===== src/rtl/clock_divider_multi.sv =====
// Multi-channel clock-enable generator: per-channel tick strobes and
// 50% square enables with shadowed, boundary-applied divide ratios.
module clock_divider_multi #(
  parameter int NUM_CH    = 4,
  parameter int CNT_W     = 16,
  parameter int RESET_DIV = 2,
  parameter int CH_W      = 4
) (
  input  logic              clk,
  input  logic              rst,
  input  logic              en,
  input  logic              sync,
  input  logic              cfg_we,
  input  logic [CH_W-1:0]   cfg_ch,
  input  logic [CNT_W-1:0]  cfg_div,
  output logic [NUM_CH-1:0] tick,
  output logic [NUM_CH-1:0] sq,
  output logic [NUM_CH-1:0] pending
);

  for (genvar g = 0; g < NUM_CH; g++) begin : g_ch
    logic [CNT_W-1:0] cnt_q, cnt_d;
    logic [CNT_W-1:0] act_q, act_d;
    logic [CNT_W-1:0] sh_q, sh_d;
    logic             tick_q, tick_d;
    logic             sq_q, sq_d;
    logic             pend_q, pend_d;
    logic             wr;
    logic             on;
    logic             wrap;

    assign wr   = cfg_we && (cfg_ch == CH_W'(g));
    assign on   = (act_q != '0);
    assign wrap = on && (cnt_q == act_q - CNT_W'(1));

    always_comb begin
      cnt_d  = cnt_q;
      act_d  = act_q;
      sh_d   = sh_q;
      tick_d = 1'b0;
      sq_d   = sq_q;
      pend_d = pend_q;
      if (sync) begin
        cnt_d  = '0;
        sq_d   = 1'b0;
        act_d  = wr ? cfg_div : sh_q;
        sh_d   = wr ? cfg_div : sh_q;
        pend_d = 1'b0;
      end else begin
        if (!on) begin
          cnt_d = '0;
        end else if (en) begin
          if (wrap) begin
            cnt_d  = '0;
            tick_d = 1'b1;
            sq_d   = ~sq_q;
            act_d  = sh_q;
            pend_d = 1'b0;
          end else begin
            cnt_d = cnt_q + CNT_W'(1);
          end
        end
        // A write racing a wrap still lands in the shadow and stays pending.
        if (wr) begin
          sh_d = cfg_div;
          if (on) begin
            pend_d = 1'b1;
          end else begin
            act_d  = cfg_div;
            cnt_d  = '0;
            pend_d = 1'b0;
          end
        end
      end
    end

    always_ff @(posedge clk or posedge rst) begin
      if (rst) begin
        cnt_q  <= '0;
        act_q  <= CNT_W'(RESET_DIV);
        sh_q   <= CNT_W'(RESET_DIV);
        tick_q <= 1'b0;
        sq_q   <= 1'b0;
        pend_q <= 1'b0;
      end else begin
        cnt_q  <= cnt_d;
        act_q  <= act_d;
        sh_q   <= sh_d;
        tick_q <= tick_d;
        sq_q   <= sq_d;
        pend_q <= pend_d;
      end
    end

    assign tick[g]    = tick_q;
    assign sq[g]      = sq_q;
    assign pending[g] = pend_q;
  end

endmodule


===== config.mk =====
export PLATFORM = sky130hd
export DESIGN_NAME = clock_divider_multi
export DESIGN_NICKNAME = d
export VERILOG_FILES = /design/src/rtl/clock_divider_multi.sv
export SDC_FILE = /design/constraint.sdc
export NUM_CORES = 1
export LEC_CHECK = 0
export CORE_ASPECT_RATIO = 0.8
export CORE_UTILIZATION = 51
export CTS_BUF_LIST = sky130_fd_sc_hd__clkbuf_8
export CTS_CLUSTER_DIAMETER = 40
export DETAILED_ROUTE_END_ITERATION = 7
export PLACE_DENSITY = 0.68
export RECOVER_POWER = 25
export SETUP_SLACK_MARGIN = 0.4
export SLEW_MARGIN = 20
export SYNTH_ARGS = -nofsm -noshare
export SYNTH_HDL_FRONTEND = slang
export SYNTH_SLANG_ARGS = --single-unit

===== constraint.sdc =====
create_clock -name clk -period 16.9 [get_ports clk]
set_clock_uncertainty 0.15 [all_clocks]
set_input_delay 3.38 -clock clk [delete_from_list [all_inputs] [get_ports clk]]
set_output_delay 3.38 -clock clk [all_outputs]
set_load 0.01 [all_outputs]

# [Word-level counts from Yosys, hierarchy flattened]
# Index checks and enable logic that the tools add are counted.
[totals] reg_bits=204 output_inout_bits=12 wordCells=193 in_bits=25
[classes] addsub=8 eq_ne=7 reduce_logical=42 muxes=108 bitwise=4
[ops] op="$mux 16" count=52
[ops] op="$add 16x1->16 const B" count=4
[ops] op="$eq 16x16->1" count=4
[ops] op="$reduce_bool 16->1" count=4
[ops] op="$sub 16x1->16 const B" count=4
[ops] op="$mux 1" count=56
[ops] op="$reduce_bool 3->1" count=12
[ops] op="$reduce_and 3->1" count=8
[ops] op="$reduce_bool 2->1" count=9
[ops] op="$eq 4x2->1 const B" count=2
[ops] op="$logic_and 1x1->1" count=8
[ops] op="$eq 4x1->1 const B" count=1
[ops] op="$logic_not 4->1" count=1
[ops] op="$not 1->1" count=4

# [Depth between registers and ports, before layout]
# Gate-level depths: netlist of run 1.
[depth] depth_word=9 depth_mapped=13 mapped_depth_nobuf=9

# [Worst setup path before layout of run 1]
# Ideal clock, no wire load.
[synth_timing] kind="input to register" from="in en" to="reg g_ch[0].sq_q" arrival_ns=5.324 required_time_ns=16.672 stages=7 setup_slack_ns=11.348 setup_time_ns=0.078 path_buffers=2 cell_sequence="clkbuf_1 > o2111ai_1 > a2111o_1 > or4_4 > buf_6 > or3_1 > a21oi_1"
[synth_between] elab_chain_len=2
[synth_lines] item="from (decl)" line_no="11" text="input logic en,"
[synth_lines] item="$reduce_bool 2->1 (no source line)"
[synth_lines] item="$reduce_and 3->1 (no source line)"
[synth_lines] item="to (signal assigned)" line_no="90" text="sq_q <= sq_d;"
[synth_lines] item="to (decl)" line_no="26" text="logic sq_q, sq_d;"
# No other way between the ends.
# A chain may end at the register's enable or synchronous reset.

==> flow_summary.toml, run 1 <==
[place]
place_ws_ns = 9.888
gp_routability_congestion = 0.9254
port_buffer_count = 36
dp_hpwl_um = 20770

[critical_path]
critPathLaunchType = "input pin"
timing.critical_path.max_delay_family = "buffers and inverters"
endpoint_kind = "asynchronous set/reset pin"
worst_path_max_delay_cell = "clkinvlp_2"
worstPathRequired_ns = 16.21
timing.critical_path.arrival_ns = 7.59
crit_path_max_incr_delay_ns = 3.50
path_buf_inv = 2
worst-path-max-fanout = 145
crit_path_cell_trace = "dlygate4sd3_1 > clkinvlp_2"
crit_type = "input pin to asynchronous set/reset pin"

[logic_synthesis]
synthTopCellsByCount = "196 x dfrtp_1, 117 x nor2_1, 77 x clkbuf_1, 72 x o21ai_0, 68 x xor2_1"
netlist.area_leader.share_pct = 40.40
sequential_element_share_of_the_synthesized_area_pct = 42.13
synth-edff-count = 0
share_of_synthesized_area_spent_on_multiplexers_pct = 6.739
yosys.area.top_type = "dfrtp_1"
synth_most_common_cell = "dfrtp_1"
synth.net_count = 1332
yosys_most_used_dff = "dfrtp_1"
synth_adder_area_share_pct = 1.237
post_synth_main_area_contributors = "dfrtp_1 40%, mux2_2 5.8%, xor2_1 4.9%"
yosys_register_bits = 204
yosysWarnings = 0
synth_xor_xnor_area_share_pct = 9.017
netlist_instances = 1295
synth-simple-area-share_pct = 20.80
asyncSetResetFlopFracSynth_pct = 100.0
synth_top_family_by_area = "simple AND/OR/NAND/NOR gates"
yosysUniqueCellTypes = 81
synth_compound_area_share_pct = 15.77
syn_area_mm2 = 0.01214
avgSynthCellArea_um2 = 9.376

[power_and_ir_drop]
worst_ir_drop_vdd_mv = 0.07730
design_power_total_w = 0.001382
power_leakage_nw = 5.337
pwr_density_cell_mw_per_mm2 = 103.8

[routing]
detailedRoute.firstIterationViolations = 907
antenna_violating_nets_post_route = 0
drt_pass1_iterations = 5
detail_route.vias_per_cell = 6.227
num_vias = 10100
totalWireLength_um = 31630
drc = 0
routed_wire_length_per_instance_um = 19.50

[clock_network]
clock_sink_count = 204
htreeDepth = 2
ctsHoldBuffers = 0
cts_setup_buffers = 0
clock_insertion_delay_worst_skew_ns = 0.54
inserted_clock_buffers = 36
post_cts.resized_instances = 0
worst_setup_hold_path_clk_slew_ns = 0.06
max-clock-path-buffers = 3
cts_tree = "done"
cts_root_buf = "clkbuf_8"

[final_layout]
ff_latch_area_mm2 = 0.005115
layout.nets = 1320
synthesis_to_layout_area_growth_pct = 9.697
n_fill_cell = 2123
post_route_cells_drive_above_1_share_pct = 12.14
multi_input_comb_area_mm2 = 0.006523
diodes = 0

[timing]
minimum_setup_slack_in_the_final_design_ns = 8.616
setup_repair_after_global_routing_missed_its_margin = "false"
slew_violations = 146
max-slew-margin-rel_pct = -328.7
fin_crit_sh_pct = 49.02
final_hold_viol_count = 0
layout_min_cycle_time_ns = 8.284
worst-slew-pin-transition_ns = 6.396
timing.final.setup_violations = 0
timing.setup.tns_ns = 0
clock.fmax_mhz = 120.7

[grt]
grt_max_degree = 146
grt_usage_pct = 26.21
grt_first_pass_wirelength_um = 51690
first_global_vias = 9640
grt_overflow = 0
grt_antenna_before_repair = 0

[floorplanning]
io_pins = 37
floorplan.die.width_um = 174.5
die-height_um = 140.0
design.die.area_mm2 = 0.02443
core_mm2 = 0.02340
core.rowCount = 50
start_util_pct = 51.89

[run_status]
outcome = "finished with violations"
violations = "capacitance limit, slew limit"

[worst_hold_path]
worstHoldPathType = "flip-flop to flip-flop"

[flow_run]
max_capacitance_violation_count = 1
[power by group]
| part | internal [W] | total, W | switching (W) |
|---|---|---|---|
| Combinational | 0.000119 | 0.000269 | 0.000150 |
| Clock | 0.000262 | 0.000472 | 0.000210 |
| Sequential | 0.000559 | 0.000641 | 0.0000826 |
[logic make-up after synthesis]
| group | after synthesis |
|---|---|
| AND/OR/NAND/NOR | 469 |
| AO/OA/AOI/OAI | 287 |
| flip-flops | 204 |
| XOR/XNOR | 125 |
| buffers and inverters | 124 |
| multiplexers | 74 |
| adder cells (fa/ha/maj) | 12 |
[flip-flops by register name, summed over array words and instances, names as in the netlist]
name,flops
g_ch.pend_q,4
g_ch.tick_q,4
g_ch.act_q,64
g_ch.cnt_q,64
g_ch.sq_q,4
g_ch.sh_q,64
[routing by layer]
layer	share of wire (%)	GRT usage [%]	vias up	wire, um
li1	-	-	4747	-
met1	47	38.75	4987	14970
met2	44	38.69	324	13770
met3	7.6	6.135	43	2393
met4	1.6	6.270	0	499
met5	0	0	-	0
[cell usage in the layout (no fill, tap or decap), types with 36 or more instances in the layout]
cell type / instances
inv_1: 36
a31oi_1: 50
nor3_1: 42
mux2_2: 62
nand2_1: 60
dfrtp_1: 196
clkbuf_8: 43
o21ai_0: 72
a21oi_1: 49
xnor2_1: 57
nand4_1: 50
nand3_1: 47
nor2_1: 116
xor2_1: 68
[through the flow]
stage          instance area, um^2  instances  hold WS [ns]  util (%)
6_report                     13320       1622        0.3545     56.93
5_1_grt                      13320       1622        0.3718     56.93
4_1_cts                      13320       1622        0.3527     56.94
3_5_place_dp                 12580       1557        0.3401     53.78
3_3_place_gp                 12580       1557        0.3301     53.78
2_1_floorplan                12140       1295        0.3207         -
[final timing paths]
| path | start | to | slack, ns | cells past startpoint |
|---|---|---|---|---|
| hold reg to reg | g_ch[2].sh_q[5] | g_ch[2].act_q[5] | 0.35 | 1 |
| min in group asynchronous | rst | g_ch[3].tick_q | 5.15 | 2 |
| max in group clk | en | g_ch[3].cnt_q[5] | 10.63 | 8 |
| setup / recovery | rst | g_ch[1].cnt_q[3] | 8.62 | 2 |
| hold / removal | g_ch[2].sh_q[5] | g_ch[2].act_q[5] | 0.35 | 1 |
| setup reg to reg | g_ch[1].act_q[1] | g_ch[1].cnt_q[7] | 12.75 | 9 |
[final cells by class]
class	count	area share, %
clock buffers	43	4.443
clock inverters	22	1.109
inverters	24	0.6858
multi-input cells	967	48.97
flip-flops and latches	204	38.40
well taps	312	2.931
repair buffers	50	3.457
No activity file was read; power rests on OpenSTA's default activity.
==> run 2: changes to the inputs <==
==> constraint.sdc (replaced) <==
create_clock -name clk -period 7.95 [get_ports clk]
set_clock_uncertainty 0.15 [all_clocks]
set_input_delay 1.59 -clock clk [delete_from_list [all_inputs] [get_ports clk]]
set_output_delay 1.59 -clock clk [all_outputs]
set_load 0.01 [all_outputs]
==> flow_summary.toml, run 2 (same netlist as run 1, synthesis figures left out) <==
[run_status]
outcome = "finished with violations"
violations = "capacitance limit, slew limit"

[final_layout]
stdcell_area_mm2 = 0.01331
most-common-layout-cells = "196 x dfrtp_1, 116 x nor2_1, 72 x o21ai_0, 68 x xor2_1, 62 x mux2_2"
reg.largest.list = "g_ch.act_q x64, g_ch.cnt_q x64, g_ch.sh_q x64"
n_fill_cell = 2118
stdcell_count = 1622
synthesis_to_layout_area_growth_pct = 9.656
layout.nets = 1321
post_route_cells_drive_above_1_share_pct = 12.29
final_common_cell = "dfrtp_1"
diodes = 0

[place]
dpl.cell_count = 1557
port_buffer_count = 36
postPlaceCellArea_mm2 = 0.01258
dp_hpwl_um = 21080
gp_routability_congestion = 0.9253

[clock_network]
clock_sink_count = 204
htreeDepth = 2
cts_tree = "done"
worst_setup_hold_path_clk_slew_ns = 0.06
clock_insertion_delay_worst_skew_ns = 0.54
cts_root_buf = "clkbuf_8"
cts_setup_buffers = 0
max-clock-path-buffers = 3
post_cts.resized_instances = 0
inserted_clock_buffers = 37
ctsHoldBuffers = 0

[floorplanning]
core.rowCount = 50
die-height_um = 140.0
io_pins = 37
start_util_pct = 51.89
design.die.area_mm2 = 0.02443
floorplan.die.width_um = 174.5
core_mm2 = 0.02340

[flow_run]
max_capacitance_violation_count = 1

[routing]
antenna_violating_nets_post_route = 0
totalWireLength_um = 32110
drt_pass1_iterations = 6
detailedRoute.firstIterationViolations = 796
routed_wire_length_per_instance_um = 19.80
detail_route.vias_per_cell = 6.284
num_vias = 10190
drc = 0

[critical_path]
crit-reg2reg-launch = "g_ch[1].act_q[1]"
timing.critical_path.arrival_ns = 4.93
worstPathRequired_ns = 8.37
worst_path_max_delay_cell = "clkinvlp_4"
crit_path_max_incr_delay_ns = 1.84
worst_setup_path_startpoint = "rst"
endpoint_kind = "asynchronous set/reset pin"
critPathLaunchType = "input pin"
crit_type = "input pin to asynchronous set/reset pin"
worst-path-max-fanout = 145
crit_path_cell_trace = "dlygate4sd3_1 > clkinvlp_4 > buf_4"

[timing]
worst-slew-pin-transition_ns = 3.181
clock.fmax_mhz = 221.6
layout_min_cycle_time_ns = 4.512
final_hold_viol_count = 0
worst_hold_slack_ns = 0.3485
max-slew-margin-rel_pct = -112.0
slew_violations = 146
timing.setup.tns_ns = 0
setup_repair_after_global_routing_missed_its_margin = "false"
fin_crit_sh_pct = 56.75
timing.final.setup_violations = 0

[worst_hold_path]
hp-start = "g_ch[2].sh_q[4]"
worstHoldPathType = "flip-flop to flip-flop"

[grt]
first_global_vias = 9884
grt_first_pass_wirelength_um = 52920
grt_max_degree = 146
grt_antenna_before_repair = 0
grt_overflow = 0
grt_usage_pct = 26.76

[power_and_ir_drop]
pwr_density_cell_mw_per_mm2 = 220.5
power_leakage_nw = 5.334
worst_ir_drop_vdd_mv = 0.1209
run 2: cell count changes in the layout (fill, tap and decap cells not counted):
cell / change
bufinv_16: -1
clkbuf_8: +2
inv_1: -2
clkinvlp_2: -1
clkinv_2: +2
run 2: metal layers:
| layer | track usage, % | vias up | part of all wire, % |
|---|---|---|---|
| li1 | - | 4758 | - |
| met1 | 39.49 | 5024 | 46 |
| met2 | 39.78 | 363 | 44 |
| met3 | 5.646 | 47 | 8.1 |
| met4 | 7.094 | 0 | 1.7 |
| met5 | 0 | - | 0 |
run 2: worst max-delay path: cells and delay by family:
family	cells	cell delay (ns)
buf+inv	3	3.28
run 2: final timing paths:
| check | end | slack [ns] | cells after the start |
|---|---|---|---|
| min | g_ch[2].act_q[4] | 0.35 | 1 |
| max reg2reg | g_ch[1].cnt_q[0] | 3.79 | 9 |
| min in group asynchronous | g_ch[3].cnt_q[11] | 2.30 | 2 |
| max | g_ch[1].cnt_q[15] | 3.44 | 3 |
| min reg2reg | g_ch[2].act_q[4] | 0.35 | 1 |
| max in group clk | g_ch[3].cnt_q[8] | 3.46 | 8 |
run 2: cell type report:
cell class                      instances  area, um^2  share of cell area (%)
Timing Repair Buffer                   50       460.4                   3.458
Sequential cell                       204        5115                   38.42
Clock buffer                           45       619.3                   4.652
Clock inverter                         20       112.6                  0.8458
Inverter                               24       93.84                  0.7048
Tap cell                              312       390.4                   2.932
Multi-Input combinational cell        967        6523                   48.99
run 2: report_power, final:
part	switching (W)	internal, W	total (W)
logic	0.000323	0.000253	0.000576
registers	0.000177	0.00119	0.00136
clock network	0.000452	0.000544	0.000996
run 2: per-stage QoR:
| step | power [W] | utilization, % | worst slack [ns] |
|---|---|---|---|
| after floorplan | 0.001765 | - | 0.6558 |
| after global placement | 0.001921 | 53.78 | 2.831 |
| after detailed placement | 0.001941 | 53.78 | 2.662 |
| after CTS | 0.002947 | 56.90 | 3.228 |
| after global routing | 0.003093 | 56.90 | 2.688 |
| final | 0.002935 | 56.90 | 3.438 |
==> run 3: changes to the inputs <==
--- a/config.mk
+++ b/config.mk
@@ -10,7 +10,7 @@
 export CTS_BUF_LIST = sky130_fd_sc_hd__clkbuf_8
 export CTS_CLUSTER_DIAMETER = 40
 export DETAILED_ROUTE_END_ITERATION = 7
-export PLACE_DENSITY = 0.68
+export PLACE_DENSITY = 0.71
 export RECOVER_POWER = 25
 export SETUP_SLACK_MARGIN = 0.4
 export SLEW_MARGIN = 20
==> constraint.sdc (replaced) <==
create_clock -name clk -period 4.05 [get_ports clk]
set_clock_uncertainty 0.15 [all_clocks]
set_input_delay 0.81 -clock clk [delete_from_list [all_inputs] [get_ports clk]]
set_output_delay 0.81 -clock clk [all_outputs]
set_load 0.01 [all_outputs]
==> flow_summary.toml, run 3 (same netlist as run 1, synthesis figures left out) <==
[run_status]
outcome = "finished with violations"
violations = "capacitance limit, slew limit"

[final_layout]
most-common-layout-cells = "196 x dfrtp_1, 117 x nor2_1, 72 x o21ai_0, 68 x xor2_1, 62 x mux2_2"
stdcell_area_mm2 = 0.01344
reg.largest.list = "g_ch.act_q x64, g_ch.cnt_q x64, g_ch.sh_q x64"
n_fill_cell = 2084
layout.nets = 1338
final_common_cell = "dfrtp_1"
synthesis_to_layout_area_growth_pct = 10.73
post_route_cells_drive_above_1_share_pct = 13.26
diodes = 0
stdcell_count = 1639

[floorplanning]
start_util_pct = 51.89
core.rowCount = 50
io_pins = 37
die-height_um = 140.0
floorplan.die.width_um = 174.5
core_mm2 = 0.02340
design.die.area_mm2 = 0.02443

[clock_network]
worst_setup_hold_path_clk_slew_ns = 0.07
max-clock-path-buffers = 3
clock_insertion_delay_worst_skew_ns = 0.52
ctsHoldBuffers = 0
htreeDepth = 2
cts_root_buf = "clkbuf_8"
post_cts.resized_instances = 0
inserted_clock_buffers = 34
cts_setup_buffers = 0
clock_sink_count = 204
cts_tree = "done"

[routing]
antenna_violating_nets_post_route = 0
detail_route.vias_per_cell = 6.359
num_vias = 10420
drt_pass1_iterations = 6
totalWireLength_um = 31940
drc = 0
routed_wire_length_per_instance_um = 19.49
detailedRoute.firstIterationViolations = 927

[power_and_ir_drop]
power_leakage_nw = 5.421
worst_ir_drop_vdd_mv = 0.2922
pwr_density_cell_mw_per_mm2 = 425.2

[timing]
timing.final.setup_violations = 0
final_hold_viol_count = 0
layout_min_cycle_time_ns = 3.421
timing.setup.tns_ns = 0
max-slew-margin-rel_pct = -28.56
worst-slew-pin-transition_ns = 1.918
slew_violations = 37
minimum_setup_slack_in_the_final_design_ns = 0.6291
clock.fmax_mhz = 292.3
fin_crit_sh_pct = 84.47
setup_repair_after_global_routing_missed_its_margin = "false"

[place]
dp_hpwl_um = 21930
gp_routability_congestion = 0.9123
postPlaceCellArea_mm2 = 0.01277
port_buffer_count = 36
dpl.cell_count = 1577
place_ws_ns = 0.3275

[grt]
grt_first_pass_wirelength_um = 52380
first_global_vias = 9807
grt_usage_pct = 26.46
grt_antenna_before_repair = 0
grt_max_degree = 48
grt_overflow = 0

[flow_run]
max_capacitance_violation_count = 1

[worst_hold_path]
hp-start = "g_ch[2].sh_q[13]"
worstHoldPathType = "flip-flop to flip-flop"
number_of_cells_on_the_worst_hold_path = 1
hold_path_end = "g_ch[2].act_q[13]"

[critical_path]
timing.critical_path.arrival_ns = 3.70
critPathLaunchType = "flip-flop"
crit_type = "flip-flop to flip-flop"
endpoint_kind = "flip-flop"
crit-reg2reg-launch = "g_ch[1].act_q[1]"
r2r.worst_path.cells = 9
r2r_slack_ns = 0.63
worst_reg2reg_endpoint = "g_ch[1].act_q[11]"
worst-path-max-fanout = 16
worstPathRequired_ns = 4.33
[run 3: worst max-delay path: stages, from the launching register on]
cell and delay (ns):
dfstp_2 0.60, inv_1 0.08, ha_1 0.27, xor2_1 0.18
or4_1 0.40, a2111oi_0 0.45, a311o_1 0.22, and4_1 0.63
nand3_1 0.15, a31oi_1 0.23
[run 3: worst max path at each step]
stage | startpoint | to
after floorplan | rst | g_ch[0].act_q[0]
after global placement | en | g_ch[3].cnt_q[13]
after detailed placement | en | g_ch[3].cnt_q[15]
after CTS | g_ch[3].act_q[1] | g_ch[3].cnt_q[5]
after global routing | g_ch[1].act_q[0] | g_ch[1].act_q[9]
final | g_ch[1].act_q[1] | g_ch[1].act_q[11]
[run 3: layer usage]
layer,part of all wire [%],track usage [%],vias up
li1,-,-,4776
met1,46,38.93,5163
met2,43,38.54,425
met3,8.4,6.053,58
met4,2.4,8.284,0
met5,0,0,-
[run 3: metrics by stage]
step	utilization [%]	total power [W]	hold WS, ns
finish	57.46	0.005716	0.3486
global route	57.46	0.006000	0.3789
CTS	57.58	0.005725	0.3510
detailed placement	54.57	0.003824	0.3426
global placement	54.57	0.003786	0.3337
floorplan	-	0.003465	0.3207
[run 3: where the power goes]
group          internal, W  switching [W]  leakage [nW]
clock network      0.00104       0.000858         0.414
logic             0.000512       0.000640          2.42
registers          0.00233       0.000338          2.59
[run 3: area by class of cell]
cell class | count | area (um^2) | area share (%)
well taps | 312 | 390.4 | 2.904
repair buffers | 70 | 629.4 | 4.681
clock inverters | 18 | 100.1 | 0.7445
flip-flops and latches | 204 | 5115 | 38.05
clock buffers | 44 | 605.6 | 4.504
inverters | 24 | 91.34 | 0.6794
multi-input cells | 967 | 6513 | 48.44
